## src/rtl/atto.sv

```systemverilog
// atto: bufferless 2D-mesh router tile.
// Inputs North/East/PE, outputs South/West/PE-eject. Two-stage pipeline:
// token-detect + capture, then route/arbitrate + output register load.
// North/East are never stalled (losers deflect); PE injection waits for a free output.
module atto (
    input  logic        clka,
    input  logic        rsta,
    input  logic [47:0] north_channel_din,
    input  logic [1:0]  north_diff_pair_din,
    input  logic [47:0] east_channel_din,
    input  logic [1:0]  east_diff_pair_din,
    input  logic [47:0] pe_channel_din,
    input  logic [1:0]  pe_diff_pair_din,
    output logic [47:0] south_channel_dout,
    output logic [1:0]  south_diff_pair_dout,
    output logic [47:0] west_channel_dout,
    output logic [1:0]  west_diff_pair_dout,
    output logic [39:0] pe_channel_dout,
    output logic [1:0]  pe_diff_pair_dout,
    output logic        r2pe_ack_dout
);

    typedef enum logic [1:0] {OUT_S = 2'd0, OUT_W = 2'd1, OUT_P = 2'd2} out_e;

    // Port index: 0 = North, 1 = East, 2 = PE
    logic [2:0][47:0] din;
    logic [2:0][1:0]  pair_in;
    assign din     = {pe_channel_din, east_channel_din, north_channel_din};
    assign pair_in = {pe_diff_pair_din, east_diff_pair_din, north_diff_pair_din};

    logic [2:0][1:0]  seen_q, seen_d;
    logic [2:0][47:0] flit_q, flit_d;
    logic [2:0]       pend_q, pend_d, tog;
    logic [47:0]      south_q, south_d, west_q, west_d;
    logic [39:0]      pe_q, pe_d;
    logic [1:0]       south_pair_q, south_pair_d, west_pair_q, west_pair_d, pe_pair_q, pe_pair_d;
    logic             ack_q, ack_d;

    out_e n_want, e_want, p_want, n_out, e_out;
    logic n_defl, e_defl, s_busy, w_busy, p_busy, pe_grant;

    // North prefers Y first; East and PE prefer X first.
    function automatic out_e route(input logic [47:0] f, input logic y_first);
        logic x_nz, y_nz;
        x_nz = |f[47:44];
        y_nz = |f[43:40];
        if (y_first) return y_nz ? OUT_S : (x_nz ? OUT_W : OUT_P);
        return x_nz ? OUT_W : (y_nz ? OUT_S : OUT_P);
    endfunction

    function automatic logic [47:0] dec_x(input logic [47:0] f);
        return {f[47:44] - 4'd1, f[43:0]};
    endfunction

    function automatic logic [47:0] dec_y(input logic [47:0] f);
        return {f[47:44], f[43:40] - 4'd1, f[39:0]};
    endfunction

    // Token detection and stage-1 capture; PE tokens are dropped while a PE flit waits
    always_comb begin
        seen_d = seen_q;
        flit_d = flit_q;
        pend_d = pend_q;
        tog    = '0;
        for (int i = 0; i < 3; i++) begin
            if (pair_in[i] == 2'b10 || pair_in[i] == 2'b01) begin
                tog[i]    = (pair_in[i] != seen_q[i]);
                seen_d[i] = pair_in[i];
            end
        end
        // North/East are always drained the cycle after capture
        pend_d[0] = tog[0];
        pend_d[1] = tog[1];
        if (tog[0]) flit_d[0] = din[0];
        if (tog[1]) flit_d[1] = din[1];
        if (tog[2] && !pend_q[2]) begin
            pend_d[2] = 1'b1;
            flit_d[2] = din[2];
        end else if (pe_grant) begin
            pend_d[2] = 1'b0;
        end
    end

    // Route and arbitrate; a North/East loser deflects to its straight-through output
    always_comb begin
        n_want   = route(flit_q[0], 1'b1);
        e_want   = route(flit_q[1], 1'b0);
        p_want   = route(flit_q[2], 1'b0);
        n_out    = n_want;
        e_out    = e_want;
        n_defl   = 1'b0;
        e_defl   = 1'b0;
        pe_grant = 1'b0;
        if (pend_q[0] && pend_q[1] && n_want == e_want) begin
            // West goes to East first; South and PE go to North first
            if (n_want == OUT_W) begin
                n_out  = OUT_S;
                n_defl = 1'b1;
            end else begin
                e_out  = OUT_W;
                e_defl = 1'b1;
            end
        end
        s_busy = (pend_q[0] && n_out == OUT_S) || (pend_q[1] && e_out == OUT_S);
        w_busy = (pend_q[0] && n_out == OUT_W) || (pend_q[1] && e_out == OUT_W);
        p_busy = (pend_q[0] && n_out == OUT_P) || (pend_q[1] && e_out == OUT_P);
        case (p_want)
            OUT_S:   pe_grant = pend_q[2] && !s_busy;
            OUT_W:   pe_grant = pend_q[2] && !w_busy;
            OUT_P:   pe_grant = pend_q[2] && !p_busy;
            default: pe_grant = 1'b0;
        endcase
    end

    // Stage-2 output load; routed hops decrement, deflected flits keep their header
    always_comb begin
        south_d      = south_q;
        west_d       = west_q;
        pe_d         = pe_q;
        south_pair_d = south_pair_q;
        west_pair_d  = west_pair_q;
        pe_pair_d    = pe_pair_q;
        ack_d        = pe_grant;
        if (s_busy || (pe_grant && p_want == OUT_S)) begin
            south_pair_d = ~south_pair_q;
            if (pend_q[0] && n_out == OUT_S)      south_d = n_defl ? flit_q[0] : dec_y(flit_q[0]);
            else if (pend_q[1] && e_out == OUT_S) south_d = e_defl ? flit_q[1] : dec_y(flit_q[1]);
            else                                  south_d = dec_y(flit_q[2]);
        end
        if (w_busy || (pe_grant && p_want == OUT_W)) begin
            west_pair_d = ~west_pair_q;
            if (pend_q[1] && e_out == OUT_W)      west_d = e_defl ? flit_q[1] : dec_x(flit_q[1]);
            else if (pend_q[0] && n_out == OUT_W) west_d = n_defl ? flit_q[0] : dec_x(flit_q[0]);
            else                                  west_d = dec_x(flit_q[2]);
        end
        if (p_busy || (pe_grant && p_want == OUT_P)) begin
            pe_pair_d = ~pe_pair_q;
            if (pend_q[0] && n_out == OUT_P)      pe_d = flit_q[0][39:0];
            else if (pend_q[1] && e_out == OUT_P) pe_d = flit_q[1][39:0];
            else                                  pe_d = flit_q[2][39:0];
        end
    end

    // State registers; reset discards in-flight flits
    always_ff @(posedge clka or negedge rsta) begin
        if (!rsta) begin
            seen_q       <= {3{2'b10}};
            flit_q       <= '0;
            pend_q       <= '0;
            south_q      <= '0;
            west_q       <= '0;
            pe_q         <= '0;
            south_pair_q <= 2'b10;
            west_pair_q  <= 2'b10;
            pe_pair_q    <= 2'b10;
            ack_q        <= 1'b0;
        end else begin
            seen_q       <= seen_d;
            flit_q       <= flit_d;
            pend_q       <= pend_d;
            south_q      <= south_d;
            west_q       <= west_d;
            pe_q         <= pe_d;
            south_pair_q <= south_pair_d;
            west_pair_q  <= west_pair_d;
            pe_pair_q    <= pe_pair_d;
            ack_q        <= ack_d;
        end
    end

    assign south_channel_dout   = south_q;
    assign south_diff_pair_dout = south_pair_q;
    assign west_channel_dout    = west_q;
    assign west_diff_pair_dout  = west_pair_q;
    assign pe_channel_dout      = pe_q;
    assign pe_diff_pair_dout    = pe_pair_q;
    assign r2pe_ack_dout        = ack_q;

endmodule

```

## config.mk

```make
export PLATFORM = sky130hd
export DESIGN_NAME = atto
export DESIGN_NICKNAME = d
export VERILOG_FILES = /design/src/rtl/atto.sv
export SDC_FILE = /design/constraint.sdc
export NUM_CORES = 1
export LEC_CHECK = 0
export BUFFER_PORTS_ARGS = -buffer_cell sky130_fd_sc_hd__buf_2
export CAP_MARGIN = 20
export CORE_AREA = 2 2 160 225
export DETAILED_ROUTE_END_ITERATION = 8
export DIE_AREA = 0 0 162 227
export HOLD_SLACK_MARGIN = 0.06
export PLACE_DENSITY = 0.64
export SLEW_MARGIN = 5
export SYNTH_ARGS = -nofsm -noshare
export SYNTH_HDL_FRONTEND = slang
export SYNTH_SLANG_ARGS = --single-unit
```

## constraint.sdc

```tcl
create_clock -name clka -period 3.8 [get_ports clka]
set_input_delay 0.19 -clock clka [delete_from_list [all_inputs] [get_ports clka]]
set_output_delay 0.19 -clock clka [all_outputs]
set_load 0.005 [all_outputs]
```

==> metrics.md <==
| Metric | Value |
|---|---|
| Sequential share of power | `between 40% and 50%` |
| TritonCTS clock tree | `done` |
| Initial antenna violation count | `1` |
| Clk sink count | `between 200 and 300` |
| Final max-slew violation count | `0` |
| Clock network power share | `roughly 22%` |
| Net switching power figure | `between 4 and 5 mW` |
| Async S/R FF share, synth | `100.0%` |
| Logic pwr share | `36.5%` |
| Hold Path Class | `in -> async` |
| Initial core utilization | `42.58%` |
| Slew headroom | `23.17%` |
| Core area | `~0.035 mm2` |
| Worst Setup End Kind | `register` |
| Synth Flop Type | `dfrtp_1` |
| Nature of the critical path startpoint | `register` |
| Sw frac | `about a third` |
| Status | `finished, final reports clean` |
| Gr ovfl total | `0` |
| First-pass GRT wire length | `68480 um` |
| Final nets | `1831` |
| Layout cells sized above 1 | `42.76%` |
| Clock Tree Buf Depth | `3` |
| Seq cells post-synth | `296` |
| Post-route cell area | `0.01930 mm2` |
| Synth Area per Inst | `11.87 um2` |
| Post-Synthesis Cell Area | `0.01476 mm2` |
| Register area share after synthesis | `50.24%` |
| Fmax | `333.1 MHz` |
| DRC errors left | `0` |
| Skew final | `about 0.016 ns` |
| Max FO, Critical Path | `26` |
| Post-CTS Setup Inserts | `0` |
| Total placed instance area | `0.01679 mm2` |
| Post-route minimum period | `3.003 ns` |
| Pwr per Cell Area | `682.0 mW/mm2` |
| Die area | `0.03677 mm2` |
| RSZ-0062 raised after global routing | `no` |
| Post-synth EDFFs | `0` |
| Synth Net Count | `between 1k and 1.5k` |
| Row cnt | `81` |
| Routed Antenna Nets | `0` |
| Resized cells post-CTS | `0` |
| Final Hold Fails | `0` |
| GP Congestion | `approximately 0.85` |
| Final setup vio count | `0` |
| Worst-Skew Late Latency | `0.56 ns` |
| Required @ worst endpoint | `~4.2 ns` |
| Arrival time worst endpoint | `3.44 ns` |
| Static Leakage | `8.729 nW` |
| Drt pass-1 iters | `5` |
| Worst Slack Setup Final | `0.7975 ns` |
| Root buffer cell | `clkbuf_16` |
| Internal power | `between 8 and 9 mW` |
| Ports | `295` |
| Setup Crit Path Kind | `reg -> reg` |
| Die H | `between 200 and 250 um` |
| Pin count of the biggest net entering global routing | `approximately 130` |
| Layout Cells excl Fill | `2150` |
| Synth Instances | `~1.2k` |
| Placed insts | `1940` |
| Max VDD drop | `0.0004492 V` |
| Max-cap check violation count | `0` |
| Post-DR wirelength/cell | `20.73 um` |
| Count of hold-fix buffers inserted at cts | `154` |
| Clk pin slew, worst setup/hold paths | `0.06 ns` |
| WL final | `44560 um` |
| Worst slew pin tran | `1.147 ns` |
| Vias in the first global route | `12.13k` |
| Yosys warnings | `0` |
| Post-place setup slack | `0.8269 ns` |
| Vias per Instance | `5.360` |
| H-tree Lvls | `1` |
| Via count | `11.52k` |
| Gr usage total | `24.04%` |
| Util after Layout | `55.69%` |
| Die width | `162 um` |
| CTS Buf Count | `30` |
| Area Growth Syn to Fin | `30.78%` |
| Setup TNS | `0 ns` |
| Reg2reg path depth | `8` |
| Quantity of I/O buffers inserted on ports | `just under 300` |
| Dpl hpwl | `28600 um` |
| Count of cell types in the netlist | `62` |
| Crit share post-route | `79.01%` |
| Initial DRC Count | `660` |
state kept, by name (all words and copies together), names as in the netlist:
register              flops
seen_q                    6
pe_channel_dout          40
pe_diff_pair_dout         2
west_channel_dout        48
pend_q                    3
west_diff_pair_dout       2
south_channel_dout       48
south_diff_pair_dout      2
r2pe_ack_dout             1
flit_q                  144
worst paths after layout:
kind	slack [ns]	to	from
worst max-delay path	0.80	west_channel_dout[26]	flit_q[92]
worst min-delay path	0.30	south_channel_dout[3]	rsta
worst max register to register	0.80	west_channel_dout[26]	flit_q[92]
worst min register to register	0.47	south_diff_pair_dout[0]	south_diff_pair_dout[0]
max in group asynchronous	2.32	pe_channel_dout[29]	rsta
min in group clka	0.39	flit_q[140]	pe_channel_din[44]
power by group through the flow:
stage,Clock [mW],Combinational (mW),Sequential (mW)
6_report,2.93,4.80,5.43
3_3_place_gp,0,4.59,5.43
5_1_grt,3.12,5.26,5.60
3_5_place_dp,0,4.69,5.47
2_1_floorplan,0,2.99,5.24
4_1_cts,3.00,4.83,5.43
worst max-delay path, stage by stage, from the launching register on:
cell and delay [ns]:
dfrtp_1 0.40, inv_1 0.11, ha_1 0.25, or3b_4 0.46
a211oi_4 0.28, buf_4 0.45, mux2_2 0.39, mux2_4 0.25
mux2_2 0.26
layer usage:
layer	vias up	part of all wire, %	track usage [%]
met5	-	0	0
met4	0	3.2	8.621
met3	85	5.8	3.844
met2	389	50	42.54
met1	5758	41	29.73
li1	5291	-	-
synth_stat cells, types with 9 or more instances:
cell / n / area (um2)
a31o_1: 17 / 148.9
xnor2_1: 10 / 87.58
inv_1: 19 / 71.32
nor2_1: 48 / 180.2
a21oi_1: 47 / 235.2
o21ai_0: 13 / 65.06
buf_2: 27 / 135.1
mux2_2: 268 / 3018
a31o_2: 24 / 210.2
nand3_1: 9 / 45.04
dfrtp_1: 290 / 7257
mux2i_1: 53 / 530.5
mux2_1: 14 / 157.7
ha_1: 9 / 112.6
o21ai_1: 48 / 240.2
mux2_4: 30 / 450.4
clkbuf_1: 41 / 153.9
nand2_1: 136 / 510.5
nor3_1: 48 / 240.2
logic make-up (layout without fill, tap and decap cells):
family / after synthesis / count (layout) / share of synthesized area [%]
mux: 365 / 365 / 28.16
buf+inv: 104 / 554 / 3.306
flops: 296 / 296 / 50.24
xor+xnor: 16 / 16 / 0.9494
simple gates: 268 / 268 / 8.266
fa+ha+maj: 11 / 11 / 0.8986
other cells: 0 / 1 / 0
compound gates: 183 / 183 / 8.181
final cells by class:
cell class / count / area, um2
inverters: 19 / 71.32
well taps: 456 / 570.5
clock inverters: 12 / 112.6
fillers: 2951 / 15360
clock buffers: 43 / 850.8
flip-flops and latches: 296 / 7415
multi-input cells: 843 / 6967
repair buffers: 480 / 3313
diodes: 1 / 2.502
placed cells by master (no fill, tap or decap), types with 4 or more instances in the layout:
cell type      netlist  layout
buf_2               27     293
dfrtp_1            290     290
mux2_2             268     268
dlygate4sd3_1        0     154
nand2_1            136     134
mux2i_1             53      53
nor2_1              48      48
nor3_1              48      48
o21ai_1             48      46
a21oi_1             47      46
clkbuf_16            0      31
mux2_4              30      30
buf_4                5      28
a31o_2              24      24
inv_1               19      18
a31o_1              17      17
mux2_1              14      14
o21ai_0             13      13
xnor2_1             10      10
nand3_1              9       9
ha_1                 9       9
clkinv_2             0       9
clkbuf_1            41       9
xor2_1               6       6
dfstp_2              6       6
o211ai_1             4       4
buf_12               0       4
metrics by stage:
| stage | hold slack, ns | power [mW] |
|---|---|---|
| after global placement | 0.3715 | 10.02 |
| after floorplan | -0.1056 | 8.231 |
| final | 0.3039 | 13.16 |
| after detailed placement | 0.3753 | 10.16 |
| after CTS | 0.3567 | 13.26 |
| after global routing | 0.3859 | 13.98 |
Note: power is estimated with default switching activity, not from simulation.
